File: src/rtl/reaction_timer.sv
// Reaction-time game core: random wait, GO lamp, millisecond reaction count with saturation.
// Optional best-score register enabled by defining REACTION_BEST_EN.
module reaction_timer #(
    parameter int unsigned BASE_DELAY_MS = 1000,
    parameter int unsigned MAX_MS        = 9999
) (
    input  logic        clk,
    input  logic        rst,
    input  logic        tick,
    input  logic        start,
    input  logic        stop,
    output logic        led_go,
    output logic [13:0] ms_count,
    output logic        early,
    output logic        timeout,
`ifdef REACTION_BEST_EN
    output logic [13:0] best_ms,
`endif
    output logic        done
);

    localparam int unsigned CNT_W = 14;
    localparam int unsigned LFSR_W = 16;
    localparam int unsigned DLY_W = $clog2(BASE_DELAY_MS + 2048);
    localparam logic [CNT_W-1:0] MAX_CNT = CNT_W'(MAX_MS);
    localparam logic [LFSR_W-1:0] LFSR_SEED = 16'hACE1;

    typedef enum logic [2:0] {
        S_IDLE,
        S_WAIT,
        S_GO,
        S_DONE,
        S_EARLY,
        S_TIMEOUT
    } state_t;

    state_t             state_q, state_d;
    logic [DLY_W-1:0]   delay_q, delay_d;
    logic [CNT_W-1:0]   cnt_q, cnt_d;
    logic [LFSR_W-1:0]  lfsr_q, lfsr_d;
    logic               led_go_q, early_q, timeout_q, done_q;
`ifdef REACTION_BEST_EN
    logic [CNT_W-1:0]   best_q, best_d;
`endif

    // State, counters and registered state-decode flags.
    always_ff @(posedge clk or posedge rst) begin
        if (rst) begin
            state_q   <= S_IDLE;
            delay_q   <= '0;
            cnt_q     <= '0;
            lfsr_q    <= LFSR_SEED;
            led_go_q  <= 1'b0;
            early_q   <= 1'b0;
            timeout_q <= 1'b0;
            done_q    <= 1'b0;
`ifdef REACTION_BEST_EN
            best_q    <= MAX_CNT;
`endif
        end else begin
            state_q   <= state_d;
            delay_q   <= delay_d;
            cnt_q     <= cnt_d;
            lfsr_q    <= lfsr_d;
            led_go_q  <= (state_d == S_GO);
            early_q   <= (state_d == S_EARLY);
            timeout_q <= (state_d == S_TIMEOUT);
            done_q    <= (state_d == S_DONE);
`ifdef REACTION_BEST_EN
            best_q    <= best_d;
`endif
        end
    end

    // Next-state logic; stop always wins over a same-cycle tick.
    always_comb begin
        state_d = state_q;
        delay_d = delay_q;
        cnt_d   = cnt_q;
        lfsr_d  = {lfsr_q[14:0], lfsr_q[15] ^ lfsr_q[14] ^ lfsr_q[12] ^ lfsr_q[3]};
`ifdef REACTION_BEST_EN
        best_d  = best_q;
`endif
        case (state_q)
            S_IDLE, S_DONE, S_EARLY, S_TIMEOUT: begin
                if (start) begin
                    state_d = S_WAIT;
                    delay_d = DLY_W'(BASE_DELAY_MS) + DLY_W'(lfsr_q[10:0]);
                    cnt_d   = '0;
                end
            end
            S_WAIT: begin
                if (stop) begin
                    state_d = S_EARLY;
                end else if (tick) begin
                    if (delay_q <= DLY_W'(1)) begin
                        state_d = S_GO;
                        delay_d = '0;
                    end else begin
                        delay_d = delay_q - DLY_W'(1);
                    end
                end
            end
            S_GO: begin
                if (stop) begin
                    state_d = S_DONE;
`ifdef REACTION_BEST_EN
                    if (cnt_q < best_q) best_d = cnt_q;
`endif
                end else if (tick) begin
                    if (cnt_q >= MAX_CNT) begin
                        state_d = S_TIMEOUT;
                        cnt_d   = MAX_CNT;
                    end else begin
                        cnt_d = cnt_q + CNT_W'(1);
                    end
                end
            end
            default: state_d = S_IDLE;
        endcase
    end

    assign led_go   = led_go_q;
    assign ms_count = cnt_q;
    assign early    = early_q;
    assign timeout  = timeout_q;
    assign done     = done_q;
`ifdef REACTION_BEST_EN
    assign best_ms  = best_q;
`endif

endmodule

File: config.mk
export PLATFORM = sky130hd
export DESIGN_NAME = reaction_timer
export DESIGN_NICKNAME = d
export VERILOG_FILES = /design/src/rtl/reaction_timer.sv
export SDC_FILE = /design/constraint.sdc
export NUM_CORES = 1
export LEC_CHECK = 0
export ABC_AREA = 1
export BUFFER_PORTS_ARGS = -buffer_cell sky130_fd_sc_hd__buf_2
export CORE_MARGIN = 2
export CORE_UTILIZATION = 56
export CTS_BUF_LIST = sky130_fd_sc_hd__clkbuf_4 sky130_fd_sc_hd__clkbuf_8
export DETAILED_ROUTE_END_ITERATION = 10
export PLACE_DENSITY = 0.87
export REMOVE_ABC_BUFFERS = 1
export SYNTH_ARGS = -nofsm -noshare
export SYNTH_HDL_FRONTEND = slang
export SYNTH_SLANG_ARGS = --single-unit
File: constraint.sdc
create_clock -name clk -period 1.5 [get_ports clk]
set_input_delay 0.3 -clock clk [delete_from_list [all_inputs] [get_ports clk]]
set_output_delay 0.3 -clock clk [all_outputs]
set_load 0.03 [all_outputs]
After elaboration in Yosys (flattened, before gate mapping). Cells that the tools add are included.

Add/sub/neg operators: 3. Bitwise operators: 3. Muxes and demuxes: 18. Reductions and logical operators: 6. Eq/ne operators: 14. Magnitude comparators: 2.

Operator list (count): 14-bit two-way mux (4); 12-bit two-way mux (4); 14-bit case mux with 2 select lines (1); 12-bit case mux with 2 select lines (1); 3-bit two-way mux (7); 14-bit by 1-bit adder with 14-bit output, second input constant (1); 14-bit greater-or-equal comparator, second input constant (1); 10-bit by 11-bit adder with 12-bit output, first input constant (1); 3-bit by 2-bit equality test with 1-bit output, second input constant (4); 3-bit equality test, second input constant (4); 12-bit by 1-bit less-or-equal comparator with 1-bit output, second input constant (1); 12-bit by 1-bit subtractor with 12-bit output, second input constant (1); 2-bit != test, second input constant (5); 3-bit case mux with 3 select lines (1); 4-bit AND reduction (2); 2-bit nonzero test (2); 4-bit OR reduction (1); 3-bit by 1-bit equality test with 1-bit output, second input constant (1); 3-bit logical NOT (1); 1-bit bitwise XOR (3).

Flip-flop bits (word level): 49. Word-level logic and storage cells: 54.

Depth between registers and ports, before layout.
Depth in word-level cells: 6. Mapped depth: 11.

Worst setup path after synthesis. Ideal clock, no wire load.

Path type: register -> register. From: reg cnt_q[0] (netlist: ms_count[0]). To: reg cnt_q[4] (netlist: ms_count[4]). Clock period less this slack: 1630 ps. Setup time: 83 ps. Path slack: -130 ps. Cell stages (with the launch flop): 10. Arrival time: 1548 ps. Required time: 1417 ps. Cell sequence: dfrtp_1 ha_1 inv_1 o21ai_0 nand3_1 nand2_1 buf_4 nor2_1 nand3_1 o21ai_0.

Longest elaborated chain between the ends: 5. Elaborated cells on any way between the ends: 6.

Ends and longest elaborated chain: start: declaration (RTL line 39) `logic [CNT_W-1:0] cnt_q, cnt_d;`; start signal: assignment (RTL line 63) `cnt_q <= cnt_d;`; 14-bit by 1-bit adder with 14-bit output / 14-bit greater-or-equal comparator (equally long branches) (RTL line 115, 111); 14-bit two-way mux (*) (RTL line 111) `if (cnt_q >= MAX_CNT) begin`; 14-bit two-way mux (*) (RTL line 110) `end else if (tick) begin`; 14-bit two-way mux (*) (RTL line 105) `if (stop) begin`; 14-bit case mux with 2 select lines (*) (RTL line 84) `case (state_q)`.

Every way passes the cells marked *; elsewhere a longest branch is shown, timed or not. The select of a mux whose other input is x is not followed. A chain may end at the register's enable or synchronous reset.

Final worst setup path.
From: reg lfsr_q[3]. To: reg delay_q[11].

Longest elaborated chain between the ends: 3.

Ends and longest elaborated chain: start: declaration (RTL line 40) `logic [LFSR_W-1:0] lfsr_q, lfsr_d;`; start signal: assignment (RTL line 64) `lfsr_q <= lfsr_d;`; 10-bit by 11-bit adder with 12-bit output (RTL line 88) `delay_d = DLY_W'(BASE_DELAY_MS) + DLY_W'(lfsr_q[10:0]);`; 12-bit two-way mux (RTL line 86) `if (start) begin`; 12-bit case mux with 2 select lines (RTL line 84); end signal: assignment (RTL line 62) `delay_q <= delay_d;`; end: declaration (RTL line 38) `logic [DLY_W-1:0] delay_q, delay_d;`.

No other way between the ends. The select of a mux whose other input is x is not followed.

==> impl_metrics.ini <==
[worst_setup_path]
cpMaxStageDelayCell = dfrtp_1
required_ps = 1720
path_class = reg -> reg
endpoint_kind = register
timing.rr.end = delay_q[11]$_DFFE_PP0P_
path_cells = ha_2 -> nor3_4 -> nand2_1 -> nor2_1 -> nor3_1 -> nor2_1 -> a21oi_2
cp_max_fo = 2
crit_cells = 7
startpoint_type = register
critPathTopFamily = simple AND/OR/NAND/NOR gates
endpoint = delay_q[11]$_DFFE_PP0P_
max_stage_delay_ps = 410
crit_top_cell = nor2_1
critPathBufInv = 0
ff2ff_path_depth = 7
r2r_start = lfsr_q[3]$_DFF_PP0_
crit_start = lfsr_q[3]$_DFF_PP0_
reg2reg_setup_slack_ps = -310
arrival_ps = 2030

[cts]
numCtsBuffers = 5
clock_path_buffers = 2
cts.clk_slew.worst_paths_ps = 110
cts_tree = built
clock-root-buffer = clkbuf_8
h-tree-depth = 2
clock-sinks = 49
clock_latency_ps = 320

[power_and_ir_drop]
powerDensity_mw_per_mm2 = 1661
p_sw_share_pct = 45.99
internal_power_uw = 3560
clkPwrFrac_pct = 18.0
switchingPower_uw = 3031
ir_drop_uv = 1363
combPwrFrac_pct = 55.7
leakagePower_uw = 0.001936
p_seq_share_pct = 26.3

[route]
drcViolationCount = 0
routedWlPerCell_um = 23.55
route.antenna.remaining_nets = 0
vias_per_cell = 6.729
vias = 3405
drt_pass1_iterations = 6
initialDrtViolationCount = 425
wl_um = 11920

[sta]
drv_slew = 0
tns_ps = -5921
max_slew_margin_pct = 72.87
finClkSkew_ps = 14.68
fin_ws_ps = -311.4
period_needed_ps = 1811
tightestPinTransition_ps = 406.3
finalSetupViolCount = 32
period_share_pct = 120.8
hold_viol_final = 0
hold_ws_ps = 352.0
max_freq_mhz = 552.0
rsz0062_at_grt = true

[flow_run]
max_cap_viol_count = 0

[yosys]
async_flop_share_pct = 100.0
synth_area_mm2 = 0.002721
synth.most_common_cell = nand2_1
synth-edff-count = 0
yosys_warnings = 0
ys_seq_area_share_pct = 45.43
synth_area_per_cell_um2 = 7.602
yosysUniqueCellTypes = 27
synthTopCellsByCount = nand2_1, nor2_1, dfrtp_1
ys_top_cells_by_area = dfrtp_1, nand2_1, dfstp_2
post-synth-top-area-fraction_pct = 37.70
postSynthCellCount = 358
synth_seq_cells = 49
synth_top_area_cell = dfrtp_1
synth_ff_type = dfrtp_1

[floorplanning]
num_rows = 25
core_mm2 = 0.004692
die-area_mm2 = 0.005433
start_util_pct = 58.00
die_w_um = 73.71
ioPinCount = 23
dieHeight_um = 73.71

[global_routing]
grt_overflow = 0
grt_max_degree = 34
grt_pass1_vias = 2906
grt.total_usage_pct = 33.77
grt_pass1_wl_um = 13920
antenna_found_initial = 0

[cells_and_area]
final_nets = 460
area_growth_pct = 45.84
diodes = 0
post-route-util_pct = 84.59
drive_gt1_share_pct = 44.91

[place]
hpwl_um = 4730
pre_cts_ws_ps = -169.9
place.gp.congestion = 0.8934
numPortBuffers = 22

[hold_path]
hp-class = in -> reg

[status]
status = finished, violations left
violations = setup timing
-- repair_timing --
| item | 4_1_cts | 5_1_grt |
|---|---|---|
| buffers inserted | 8 | 13 |
| hold buffers | 1 | 0 |
| gates cloned | 1 | 1 |
| gates resized for setup | 61 | 82 |
| endpoints found under the hold margin | 16 | 0 |
| endpoints found under the setup margin | 31 | 32 |
| pin swaps | 18 | 42 |
-- how the worst min path moves through the flow --
| stage | start | endpoint | slack, ps | cells past startpoint |
|---|---|---|---|---|
| 3_3_place_gp | rst | timeout$_DFF_PP0_ | 290 | 2 |
| 5_1_grt | tick | state_q[2]$_DFF_PP0_ | 350 | 3 |
| 6_report | stop | state_q[2]$_DFF_PP0_ | 350 | 4 |
| 2_1_floorplan | lfsr_q[1]$_DFF_PP0_ | lfsr_q[2]$_DFF_PP0_ | 350 | 0 |
| 4_1_cts | stop | state_q[2]$_DFF_PP0_ | 330 | 4 |
| 3_5_place_dp | rst | timeout$_DFF_PP0_ | 300 | 2 |
-- sequential cells by signal, summed over array words and instances (netlist names) --
name and flops:
lfsr_q 16, ms_count 14, delay_q 12, state_q 3
done 1, early 1, led_go 1, timeout 1
-- worst register-to-register path, stage by stage, from the launching register on --
cell     delay (ps)
dfrtp_1         410
ha_2            230
nor3_4          240
nand2_1         130
nor2_1          250
nor3_1          140
nor2_1          230
a21oi_2          80
-- area by class of cell --
class | instances | area (um2)
tap | 54 | 67.56
inverter | 39 | 163.9
clock buffer | 5 | 68.82
clock inverter | 3 | 68.82
fill | 203 | 723.2
timing repair buffer | 88 | 654.4
sequential | 49 | 1237
multi-input combinational | 268 | 1708
-- logic make-up after synthesis --
kind of cell / after synthesis / share of synthesized area, %
AO/OA/AOI/OAI: 52 / 10.34
XOR/XNOR: 11 / 3.540
adder cells (fa/ha/maj): 4 / 1.839
buffers and inverters: 43 / 6.896
flip-flops: 49 / 45.43
AND/OR/NAND/NOR: 199 / 31.95
-- layout by cell type, fill, tap and decap left out, types with 12 or more instances in the layout --
cell type / netlist / final
a21oi_1: 17 / 12
inv_1: 37 / 27
nand2_2: 4 / 16
nor2_2: 0 / 13
dfrtp_1: 41 / 40
o21ai_2: 5 / 13
buf_4: 1 / 55
buf_2: 1 / 22
nor2_1: 49 / 29
nand3_1: 22 / 13
nand2_1: 106 / 90
-- metal layers --
layer	GRT usage (%)	part of all wire, %
met3	7.133	13
met5	0	0
met2	55.65	43
met4	18.59	11
met1	41.03	33
-- stage by stage --
| stage | instance area, um2 | power [uW] | instances |
|---|---|---|---|
| after CTS | 3590 | 5432 | 493 |
| after floorplan | 2683 | 3133 | 354 |
| after global routing | 3969 | 6799 | 506 |
| after detailed placement | 3211 | 3947 | 475 |
| after global placement | 3211 | 3861 | 475 |
| final | 3969 | 6590 | 506 |
-- power by group through the flow --
stage / Combinational (uW) / Clock (uW) / Sequential [uW]
after global placement: 2190 / 0 / 1670
after CTS: 2590 / 1170 / 1670
after detailed placement: 2260 / 0 / 1680
final: 3670 / 1180 / 1740
after floorplan: 1400 / 0 / 1730
after global routing: 3810 / 1240 / 1750
Note: power is estimated with default switching activity, not from simulation.
